[src/rtl/ahb_lite_arb2_pkg.sv]
// Shared AHB-Lite codes and arbiter state encoding for the
// two-master AHB-Lite arbiter.
package ahb_lite_arb2_pkg;

    localparam logic [1:0] HTRANS_IDLE   = 2'b00;
    localparam logic [1:0] HTRANS_BUSY   = 2'b01;
    localparam logic [1:0] HTRANS_NONSEQ = 2'b10;
    localparam logic [1:0] HTRANS_SEQ    = 2'b11;

    localparam logic [2:0] HSIZE_BYTE  = 3'b000;
    localparam logic [2:0] HSIZE_HALF  = 3'b001;
    localparam logic [2:0] HSIZE_WORD  = 3'b010;
    localparam logic [2:0] HSIZE_DWORD = 3'b011;

    // Also used as the owner encoding: ST_PARK means "no owner".
    typedef enum logic [1:0] {
        ST_PARK = 2'b00,
        ST_M0   = 2'b01,
        ST_M1   = 2'b10
    } arb_state_e;

endpackage

[src/rtl/ahb_rr_arb2.sv]
// Grant FSM for two AHB-Lite masters: round-robin from park,
// forced handover once the owner has used its phase budget.
module ahb_rr_arb2
    import ahb_lite_arb2_pkg::*;
#(
    parameter int MAX_XFER = 4
) (
    input  logic       i_clk,
    input  logic       i_rst_n,
    input  logic       i_ready,
    input  logic [1:0] i_req,
    input  logic [1:0] i_act,
    output arb_state_e o_state
);

    localparam int CW = $clog2(MAX_XFER + 1);
    localparam logic [CW-1:0] CMAX = CW'(MAX_XFER);

    arb_state_e    r_state;
    arb_state_e    w_state_nxt;
    logic          r_last_m1;
    logic          w_last_m1_nxt;
    logic [CW-1:0] r_cnt;
    logic [CW-1:0] w_cnt_upd;
    logic [CW-1:0] w_cnt_nxt;
    logic          w_inc;

    // xfer_cnt counts address phases the owner issues while granted;
    // it includes the phase being counted on this edge, so the bus
    // sees exactly MAX_XFER owner phases before a forced handover.
    always_comb begin
        w_inc = ((r_state == ST_M0) && i_act[0]) ||
                ((r_state == ST_M1) && i_act[1]);
        w_cnt_upd = r_cnt;
        if (w_inc && (r_cnt != CMAX))
            w_cnt_upd = r_cnt + CW'(1);

        w_state_nxt = r_state;
        unique case (r_state)
            ST_PARK: begin
                if (i_req == 2'b11)
                    w_state_nxt = r_last_m1 ? ST_M0 : ST_M1;
                else if (i_req[0])
                    w_state_nxt = ST_M0;
                else if (i_req[1])
                    w_state_nxt = ST_M1;
            end
            ST_M0: begin
                if (!i_req[0])
                    w_state_nxt = i_req[1] ? ST_M1 : ST_PARK;
                else if (i_req[1] && (w_cnt_upd == CMAX))
                    w_state_nxt = ST_M1;
            end
            ST_M1: begin
                if (!i_req[1])
                    w_state_nxt = i_req[0] ? ST_M0 : ST_PARK;
                else if (i_req[0] && (w_cnt_upd == CMAX))
                    w_state_nxt = ST_M0;
            end
            default: w_state_nxt = ST_PARK;
        endcase

        w_cnt_nxt = (w_state_nxt != r_state) ? '0 : w_cnt_upd;

        w_last_m1_nxt = r_last_m1;
        if (w_state_nxt == ST_M0)
            w_last_m1_nxt = 1'b0;
        else if (w_state_nxt == ST_M1)
            w_last_m1_nxt = 1'b1;
    end

    always_ff @(posedge i_clk or negedge i_rst_n) begin
        if (!i_rst_n) begin
            r_state   <= ST_PARK;
            r_last_m1 <= 1'b1;
            r_cnt     <= '0;
        end else if (i_ready) begin
            r_state   <= w_state_nxt;
            r_last_m1 <= w_last_m1_nxt;
            r_cnt     <= w_cnt_nxt;
        end
    end

    assign o_state = r_state;

endmodule

[src/rtl/ahb_lite_arb2.sv]
// Two-master AHB-Lite arbiter: registered grants, address/data
// owner pipeline and slave-side muxing.
module ahb_lite_arb2
    import ahb_lite_arb2_pkg::*;
#(
    parameter int AW       = 12,
    parameter int MAX_XFER = 4
) (
    input  logic          HCLK,
    input  logic          HRESETn,
    input  logic          M0_HBUSREQ,
    input  logic          M1_HBUSREQ,
    output logic          M0_HGRANT,
    output logic          M1_HGRANT,
    input  logic [AW-1:0] M0_HADDR,
    input  logic [1:0]    M0_HTRANS,
    input  logic [2:0]    M0_HSIZE,
    input  logic          M0_HWRITE,
    input  logic [31:0]   M0_HWDATA,
    input  logic [AW-1:0] M1_HADDR,
    input  logic [1:0]    M1_HTRANS,
    input  logic [2:0]    M1_HSIZE,
    input  logic          M1_HWRITE,
    input  logic [31:0]   M1_HWDATA,
    output logic          M0_HREADY,
    output logic [31:0]   M0_HRDATA,
    output logic          M0_HRESP,
    output logic          M1_HREADY,
    output logic [31:0]   M1_HRDATA,
    output logic          M1_HRESP,
    output logic          HSEL,
    output logic [AW-1:0] HADDR,
    output logic [1:0]    HTRANS,
    output logic [2:0]    HSIZE,
    output logic          HWRITE,
    output logic [31:0]   HWDATA,
    output logic          HREADY,
    input  logic          HREADYOUT,
    input  logic [31:0]   HRDATA,
    input  logic          HRESP
);

    arb_state_e w_state;
    arb_state_e r_addr_owner;
    arb_state_e r_data_owner;

    ahb_rr_arb2 #(
        .MAX_XFER (MAX_XFER)
    ) u_arb (
        .i_clk   (HCLK),
        .i_rst_n (HRESETn),
        .i_ready (HREADYOUT),
        .i_req   ({M1_HBUSREQ, M0_HBUSREQ}),
        .i_act   ({M1_HTRANS[1], M0_HTRANS[1]}),
        .o_state (w_state)
    );

    // Owners only move on accepted edges so a stalled data phase
    // keeps its master regardless of grant activity.
    always_ff @(posedge HCLK or negedge HRESETn) begin
        if (!HRESETn) begin
            r_addr_owner <= ST_PARK;
            r_data_owner <= ST_PARK;
        end else if (HREADYOUT) begin
            r_addr_owner <= w_state;
            r_data_owner <= r_addr_owner;
        end
    end

    assign M0_HGRANT = (w_state == ST_M0);
    assign M1_HGRANT = (w_state == ST_M1);

    always_comb begin
        HADDR  = '0;
        HTRANS = HTRANS_IDLE;
        HSIZE  = '0;
        HWRITE = 1'b0;
        unique case (r_addr_owner)
            ST_M0: begin
                HADDR  = M0_HADDR;
                HTRANS = M0_HTRANS;
                HSIZE  = M0_HSIZE;
                HWRITE = M0_HWRITE;
            end
            ST_M1: begin
                HADDR  = M1_HADDR;
                HTRANS = M1_HTRANS;
                HSIZE  = M1_HSIZE;
                HWRITE = M1_HWRITE;
            end
            default: ;
        endcase
    end

    always_comb begin
        HWDATA = '0;
        unique case (r_data_owner)
            ST_M0:   HWDATA = M0_HWDATA;
            ST_M1:   HWDATA = M1_HWDATA;
            default: ;
        endcase
    end

    assign HSEL      = (r_addr_owner != ST_PARK);
    assign HREADY    = HREADYOUT;
    assign M0_HREADY = HREADYOUT;
    assign M1_HREADY = HREADYOUT;
    assign M0_HRDATA = HRDATA;
    assign M1_HRDATA = HRDATA;
    assign M0_HRESP  = HRESP;
    assign M1_HRESP  = HRESP;

endmodule

[config.mk]
export PLATFORM = sky130hd
export DESIGN_NAME = ahb_lite_arb2
export DESIGN_NICKNAME = d
export VERILOG_FILES = /design/src/rtl/ahb_lite_arb2_pkg.sv /design/src/rtl/ahb_rr_arb2.sv /design/src/rtl/ahb_lite_arb2.sv
export SDC_FILE = /design/constraint.sdc
export NUM_CORES = 1
export LEC_CHECK = 0
export ABC_AREA = 0
export BUFFER_PORTS_ARGS = -buffer_cell sky130_fd_sc_hd__buf_2
export CAP_MARGIN = 20
export CORE_AREA = 2 2 101 103
export DETAILED_ROUTE_END_ITERATION = 10
export DIE_AREA = 0 0 103 105
export HOLD_SLACK_MARGIN = 0.15
export MAX_ROUTING_LAYER = met4
export PLACE_DENSITY_LB_ADDON = 0.05
export REMOVE_ABC_BUFFERS = 1
export SLEW_MARGIN = 20
export SYNTH_ARGS = -nofsm -noshare
export SYNTH_HDL_FRONTEND = slang
export SYNTH_HIERARCHICAL = 1
export SYNTH_SLANG_ARGS = --single-unit
export TNS_END_PERCENT = 5
[constraint.sdc]
create_clock -name HCLK -period 4.6 [get_ports HCLK]
set_input_delay 0 -clock HCLK [delete_from_list [all_inputs] [get_ports HCLK]]
set_output_delay 0 -clock HCLK [all_outputs]
set_load 0.005 [all_outputs]
==> results.md, run 1 <==
Power and ir drop:
- Net switching is 46.11% of the power.
- The combinational share of power is 68.0%.
- The maximum ir drop on the vdd rail is 0.1711 mV.
- Power spread over the standard cell area amounts to 269.8 nW/µm².
- The part of the power in registers is 17.3%.
- The internal portion of the total power is 0.0004239 W.
- The net switching power figure is 0.0003626 W.
- For this design the static power due to leakage is 1.405 nW.
- The clock network fraction of total power is 14.7%.

Routing:
- The routed layout has 2,358 vias.
- The average detailed-routed wire length per instance is 17.48 µm.
- Wires add up to 9.108 mm.
- The remaining antenna violation count after routing is 0.
- The first-pass iteration count of the detailed router is 4.
- The detailed router's first-iteration violation count is 99.
- The residual DRC count is 0.
- Dividing the detail-routed via count by the number of cells gives 4.526.

Placement:
- The total placed instance area is 2517 µm².
- The congestion estimate from routability-driven global placement came to 0.7005.
- The count of input and output buffers is 160.
- The HPWL reported at the end of detailed placement is 6.868 mm.

Yosys:
- Of all flip-flops after synthesis, the portion carrying an async set or reset was 100.0%.
- A synthesized cell averages 8.036 µm².
- Summing the areas of all compound-gate instances in the mapped netlist gives 30.05% of the synthesized area.
- Synthesis handed over a netlist of 272 instances.
- The synthesized netlist contains 38 unique library cells.
- The post-synthesis share of cell area spent on and, or, nand and nor gates is 20.32%.
- Multiplexer cells account for 1.145% of the synthesized area.
- The number of synthesized flops with an enable pin is 0.
- The portion of the post-synthesis area used by sequential elements is 11.51%.
- The synthesized design contains 10 register bits.
- Summing every instance area after synthesis gives 2186 µm².
- Of the total synthesized cell area, the portion taken by full adders, half adders and majority gates is 4.579%.
- The synthesized netlist devotes 0.4007% of its cell area to XOR and XNOR gates.
- The count of yosys warnings during synthesis is 6.
- The leading register cell type out of synthesis is dfrtp_1.
- The combinational family with the most area after synthesis is buffers and inverters.

Outcome:
- The flow ran to the end, and the final reports show no timing, DRC or antenna violations.

STA:
- For the final routed database, the setup TNS stands at 0 ps.
- At the pin with the least slew margin, the transition time is 671.0 ps.
- Derived from the worst setup path, the maximum achievable clock frequency is 0.4160 GHz.
- Setup repair after global routing left no endpoint under its margin.
- After layout, the worst path uses 52.26% of the clock period.
- Hold is met by 164.5 ps.
- The worst path needs 2404 ps of the cycle, external delays included.
- The relative max-transition margin is 55.27%.
- The total count of hold-check failures in the final report is 0.
- The number of setup violations in the final report is 0.
- The final count of pins violating max slew is 0.
- Across the routed clock network, the largest skew measured is 2.166 ps.

Clocking:
- In this run the clock root is driven by a clkbuf_8.
- Clock tree synthesis inserted a total of 3 buffers.
- The H-tree depth is 1.
- The clock tree from TritonCTS is built.
- The clock transition at the registers of the reported paths is 60 ps.
- After clock tree synthesis, the setup repair step added 0 buffers.
- For the worst-skew pair, the clock arrives at the later sink with an insertion delay of 240 ps.
- The clock net in this run drives a total of 10 sinks.
- The maximum number of buffers from clock root to sink is 2.
- The post-cts sizing count is 0.

Global route:
- The number of antenna violations at the first check in global routing is 1.
- The number of global-route vias before repair came to 2,220.
- Global routing finished with a remaining overflow of 0.
- Global routing consumed, over all layers together, 15.63% of the routing resources.
- The pin count of the biggest net entering global routing is 33.
- The wire length of the first global-routing pass is 12.86 mm.

Finish:
- Once layout is complete, the utilization of the core stands at 30.24%.
- The final standard cell area without fillers is 2915 µm².
- Relative to the synthesized area, the layout overhead comes to 33.37%.
- The net count of the finished layout is 534.
- In the final layout, the share of cells above drive strength 1 is 55.04%.

Worst setup path:
- The critical path is of the flop to flop type.
- The critical path goes through nand3b_1 > a22oi_4 > mux2_4 > a311oi_1 > ha_1 > nand2b_1 > o21ai_0.
- The data arrival time of the worst path is 2570 ps.
- The endpoint kind of the worst setup timing path is a flop.
- In this run the worst setup path begins at u_arb/o_state[1]$_DFFE_PN0P_.
- For this design, the slowest cell found on the critical path is dfrtp_1.
- The startpoint class of the critical path is a flop.
- On the worst path, the slowest cell contributes a delay of 550 ps.
- The highest fanout seen on the critical path is 16.
- In this run the critical register-to-register path is launched from u_arb/o_state[1]$_DFFE_PN0P_.
- The critical path required time is 4760 ps.

Floorplan:
- The die covers 10,820 µm².
- Measured along the x axis, the die boundary spans 103 µm.
- The core outline area is 9639 µm².
- For this design the top-level I/O count stands at 260.
- The floorplan row count is 36.
- The height of the die is 105 µm.
- The initial core utilization is 22.68%.

Worst hold path:
- The classification of the worst-slack hold path is input port to async pin.

Run:
- Max-cap violations in this run came to 0.
==> timing repair <==
| item | in CTS | in global routing |
|---|---|---|
| endpoints found under the hold margin | 76 | 0 |
| setup endpoints to repair | 0 | 0 |
| hold buffers | 34 | 0 |
==> cell usage after synthesis, drive strengths merged, types with 2 or more instances <==
master	number	area, µm²
inv	11	41.29
o211ai	2	15.01
nand3	7	35.03
a21oi	2	10.01
o21ai	9	45.04
nor2b	20	125.1
nor2	34	177.7
dfrtp	9	225.2
a22oi	52	504.2
a31oi	2	12.51
nand2b	2	12.51
buf	85	654.4
nand3b	2	15.01
ha	8	100.1
nand2	10	37.54
==> per-layer routing <==
| layer | wire, µm | vias up | track usage [%] |
|---|---|---|---|
| met3 | 1249 | 5 | 6.555 |
| li1 | - | 1116 | - |
| met2 | 3577 | 167 | 21.01 |
| met1 | 4248 | 1070 | 22.67 |
| met5 | 0 | - | - |
| met4 | 33 | 0 | 1.128 |
==> critical path, delay by kind of cell, from the launching register on <==
family	cells	cell delay (ps)
AOI/OAI and AO/OA	3	710
DFF	1	550
and+or+nand+nor	2	430
muxes	1	360
adders and majority gates	1	270
==> metrics by stage <==
step	instances	power (W)	setup slack, ps
after floorplan	186	0.0004358	2439
after global placement	482	0.0006429	2253
after detailed placement	482	0.0006349	2229
after CTS	520	0.0007954	2200
after global routing	521	0.0008598	1931
final	521	0.0007865	2196
==> area by class of cell <==
cell class	instances	area, µm²
fillers	1063	6724
multi-input cells	165	1235
repair buffers	197	1164
flip-flops and latches	10	251.5
well taps	133	166.4
clock buffers	4	55.05
inverters	11	41.29
diodes	1	2.502
==> worst paths after layout <==
path                                          endpoint  slack, ps  depth (start not counted)
max                        u_arb/r_last_m1$_DFFE_PN1P_       2200                          7
min                        r_addr_owner[1]$_DFFE_PN0P_        160                          2
max reg2reg                u_arb/r_last_m1$_DFFE_PN1P_       2200                          7
min reg2reg                u_arb/r_last_m1$_DFFE_PN1P_        490                          2
max in group asynchronous  u_arb/r_last_m1$_DFFE_PN1P_       4170                          2
min in group HCLK          r_data_owner[0]$_DFFE_PN0P_        170                          2
==> flip-flops by register name (all words and copies together), names as in the netlist <==
name,flops
r_addr_owner,2
r_data_owner,2
u_arb/o_state,2
u_arb/r_cnt,3
u_arb/r_last_m1,1
==> cells by family after synthesis <==
| group | count (synthesis) |
|---|---|
| xor gates and xnor gates | 1 |
| adders and majority gates | 8 |
| and+or+nand+nor | 79 |
| muxes | 2 |
| buffers and inverters | 97 |
| AOI/OAI and AO/OA | 75 |
| DFF | 10 |
==> cells in the final DEF (no fill, tap or decap), types with 2 or more instances in the layout <==
| master | n |
|---|---|
| a22oi_1 | 31 |
| ha_1 | 8 |
| o21ai_1 | 2 |
| buf_2 | 160 |
| inv_1 | 11 |
| clkbuf_8 | 4 |
| nor2_1 | 14 |
| buf_4 | 3 |
| nor2_2 | 20 |
| a22oi_2 | 20 |
| nand3_1 | 7 |
| o211ai_1 | 2 |
| nand3b_1 | 2 |
| nand2_1 | 10 |
| dlygate4sd3_1 | 34 |
| nor2b_1 | 20 |
| dfrtp_1 | 9 |
| nand2b_1 | 2 |
| o21ai_0 | 7 |
| a31oi_1 | 2 |
| a21oi_1 | 2 |
==> power groups by stage <==
| stage | clock, W | combinational, W | sequential (W) |
|---|---|---|---|
| 5_1_grt | 0.000126 | 0.000594 | 0.000140 |
| 4_1_cts | 0.000118 | 0.000542 | 0.000135 |
| 2_1_floorplan | 0 | 0.000307 | 0.000129 |
| 3_3_place_gp | 0 | 0.000506 | 0.000137 |
| 3_5_place_dp | 0 | 0.000498 | 0.000137 |
| 6_report | 0.000116 | 0.000535 | 0.000136 |
Power figures use the tool's default switching activity.
==> run 2: changes to the inputs <==
Settings changed: CORE_AREA 2 2 101 103 to 2 2 102 104, DIE_AREA 0 0 103 105 to 0 0 104 106.
Clock period 4.6 ns to 2.3 ns, I/O delays scaled along.
==> results.md, run 2 (synthesis gave the netlist of run 1 again) <==
Clocking:
- The clock insertion delay at the later pin of the skew report is 240 ps.
- The maximum number of buffers from clock root to sink is 2.
- TritonCTS built the clock tree.
- TritonCTS created 3 clock buffers.
- The H-tree depth is 1.
- CTS saw 10 sinks.
- The number of setup buffers added after CTS is 0.
- The clock transition at the registers of the reported paths is 50 ps.
- The tree is rooted in a clkbuf_8.

STA:
- The final count of pins violating max slew is 0.
- The post-route clock period utilization is 93.69%.
- The sum of negative setup slack is 0 ps.
- The total count of hold-check failures in the final report is 0.
- The shortest period the worst path allows is 2155 ps.
- The final clock skew is 3.686 ps.
- The slack of the critical path is 145.1 ps.
- The relative max-transition margin is 62.40%.
- The number of setup violations in the final report is 0.
- Setup repair after global routing left no endpoint under its margin.
- The fmax is 0.4641 GHz.
- At the pin with the least slew margin, the transition time is 556.9 ps.

Global route:
- The number of global-route vias before repair is 2,318.
- The number of antenna violations at the first check in global routing is 1.
- The overall overflow remaining after global route is 0.
- The total global routing track utilization is 15.92%.
- The pin count of the biggest net entering global routing is 33.
- The wire length of the first global-routing pass is 13.58 mm.

Finish:
- The count of non-filler cells in the finished layout is 531.
- The top cell types in the final layout, fill and taps aside, are buf_2 (160), dlygate4sd3_1 (34), a22oi_1 (31).
- The number of nets at the end of the flow is 541.
- The layout-stage area growth over the synthesis result is 36.23%.
- The flip-flop count of the largest register after layout is 3.
- In the final layout, the share of cells above drive strength 1 is 56.09%.
- The top register by number of flip-flops is u_arb/r_cnt.
- Cells fill 29.78% of the core in the end.
- The library cell used most frequently in the layout, excluding fill and tap cells, is buf_2.

Routing:
- The routed design has 9.033 mm of wire.
- The first-pass iteration count of the detailed router is 4.
- For this run, design rule violations remaining after detail routing come to 0.
- The count of nets left with antenna violations once routing finished came out at 0.
- Dividing the detail-routed via count by the number of cells gives 4.514.
- After detailed routing, the average wire length per cell comes to 17.01 µm.
- For this block, the initial DRC count from the detailed router was 170.
- The total vias in the final route is 2,397.

Worst setup path:
- The endpoint kind of the worst setup timing path is a flop.
- The data arrival time of the worst path is 2320 ps.
- Along the worst path, the maximum fanout reaches 6.
- The kind of critical path is flop to flop.
- STA classifies the critical path startpoint as a flop.
- Data on the critical path is required at its endpoint by 2470 ps.

Run:
- The tool flagged a number of max-cap violations equal to 0.

Floorplan:
- In this run the vertical extent of the chip is 106 µm.
- The initial utilization of the core area, before any placement, comes to 21.86%.
- Measured along the x axis, the die boundary spans 104 µm.
- The full die area is 11,020 µm².
- For this design the top-level I/O count stands at 260.
- The floorplan row count is 37.
- The core region is 10000 µm².

Placement:
- The HPWL reported at the end of detailed placement is 6.838 mm.
- Buffers placed on the I/O ports in this run total 160.
- The routability congestion estimate is 0.7240.
- Timing analysis after detailed placement gives a worst setup slack of 95.18 ps.
- The count of placed standard cells including taps is 492.

Outcome:
- The run finished with clean final reports.

Power and ir drop:
- In this run the static leakage power is 1.441 nW.
- VDD sags by at most 0.1980 mV.
- In this run the power density over the cells is 540.4 nW/µm².

Worst hold path:
- The classification of the worst-slack hold path is input port to async pin.
-- run 2: where the power goes --
part,total [W],internal (W),leakage [nW],switching (W)
Clock,0.000228,0.000151,0.0288,0.0000771
Combinational,0.00113,0.000503,1.29,0.000632
Sequential,0.000246,0.000220,0.127,0.0000269
-- run 2: layout make-up --
class	count	area, µm²
Multi-Input combinational cell	165	1241
Tap cell	136	170.2
Inverter	11	41.29
Clock buffer	4	55.05
Sequential cell	10	251.5
Timing Repair Buffer	204	1216
Antenna cell	1	2.502
Fill cell	1096	7022
-- run 2: final timing paths --
kind,from,to,slack (ps),cells after the start
max,u_arb/r_cnt[0]$_DFFE_PN0P_,u_arb/r_last_m1$_DFFE_PN1P_,150,8
min,HRESETn,u_arb/r_cnt[2]$_DFFE_PN0P_,150,2
max reg2reg,u_arb/r_cnt[0]$_DFFE_PN0P_,u_arb/r_last_m1$_DFFE_PN1P_,150,8
min reg2reg,u_arb/r_last_m1$_DFFE_PN1P_,u_arb/r_last_m1$_DFFE_PN1P_,480,2
max in group asynchronous,HRESETn,u_arb/r_last_m1$_DFFE_PN1P_,1890,2
min in group HCLK,HREADYOUT,r_data_owner[1]$_DFFE_PN0P_,160,2
-- run 2: critical path, stage by stage (launching register included) --
cell and delay, ps:
dfrtp_1 380, inv_1 100, ha_1 240, a22oi_4 180, mux2_4 350, a311oi_2 270
ha_1 260, nand2b_1 150, o21ai_0 150
-- run 2: metrics by stage --
step	hold slack, ps	area [µm²]	power [W]
CTS	154.8	2969	0.001635
global route	182.4	2978	0.001762
detailed placement	-109.7	2574	0.001311
global placement	-115.3	2574	0.001324
floorplan	-295.6	1528	0.0008716
finish	149.5	2978	0.001609
-- run 2: repair_timing --
item / CTS / global route
hold buffers: 34 / 0
resized for setup: 0 / 1
hold endpoints to repair: 76 / 0
setup endpoints to repair: 0 / 1
-- run 2: per-layer routing --
| metal | up-vias | part of all wire (%) | track usage [%] | wire, µm |
|---|---|---|---|---|
| met5 | - | 0 | - | 0 |
| met4 | 0 | 0.40 | 1.351 | 36 |
| met3 | 8 | 14 | 7.664 | 1240 |
| met2 | 182 | 42 | 22.51 | 3807 |
| met1 | 1078 | 44 | 21.32 | 3948 |
| li1 | 1129 | - | - | - |
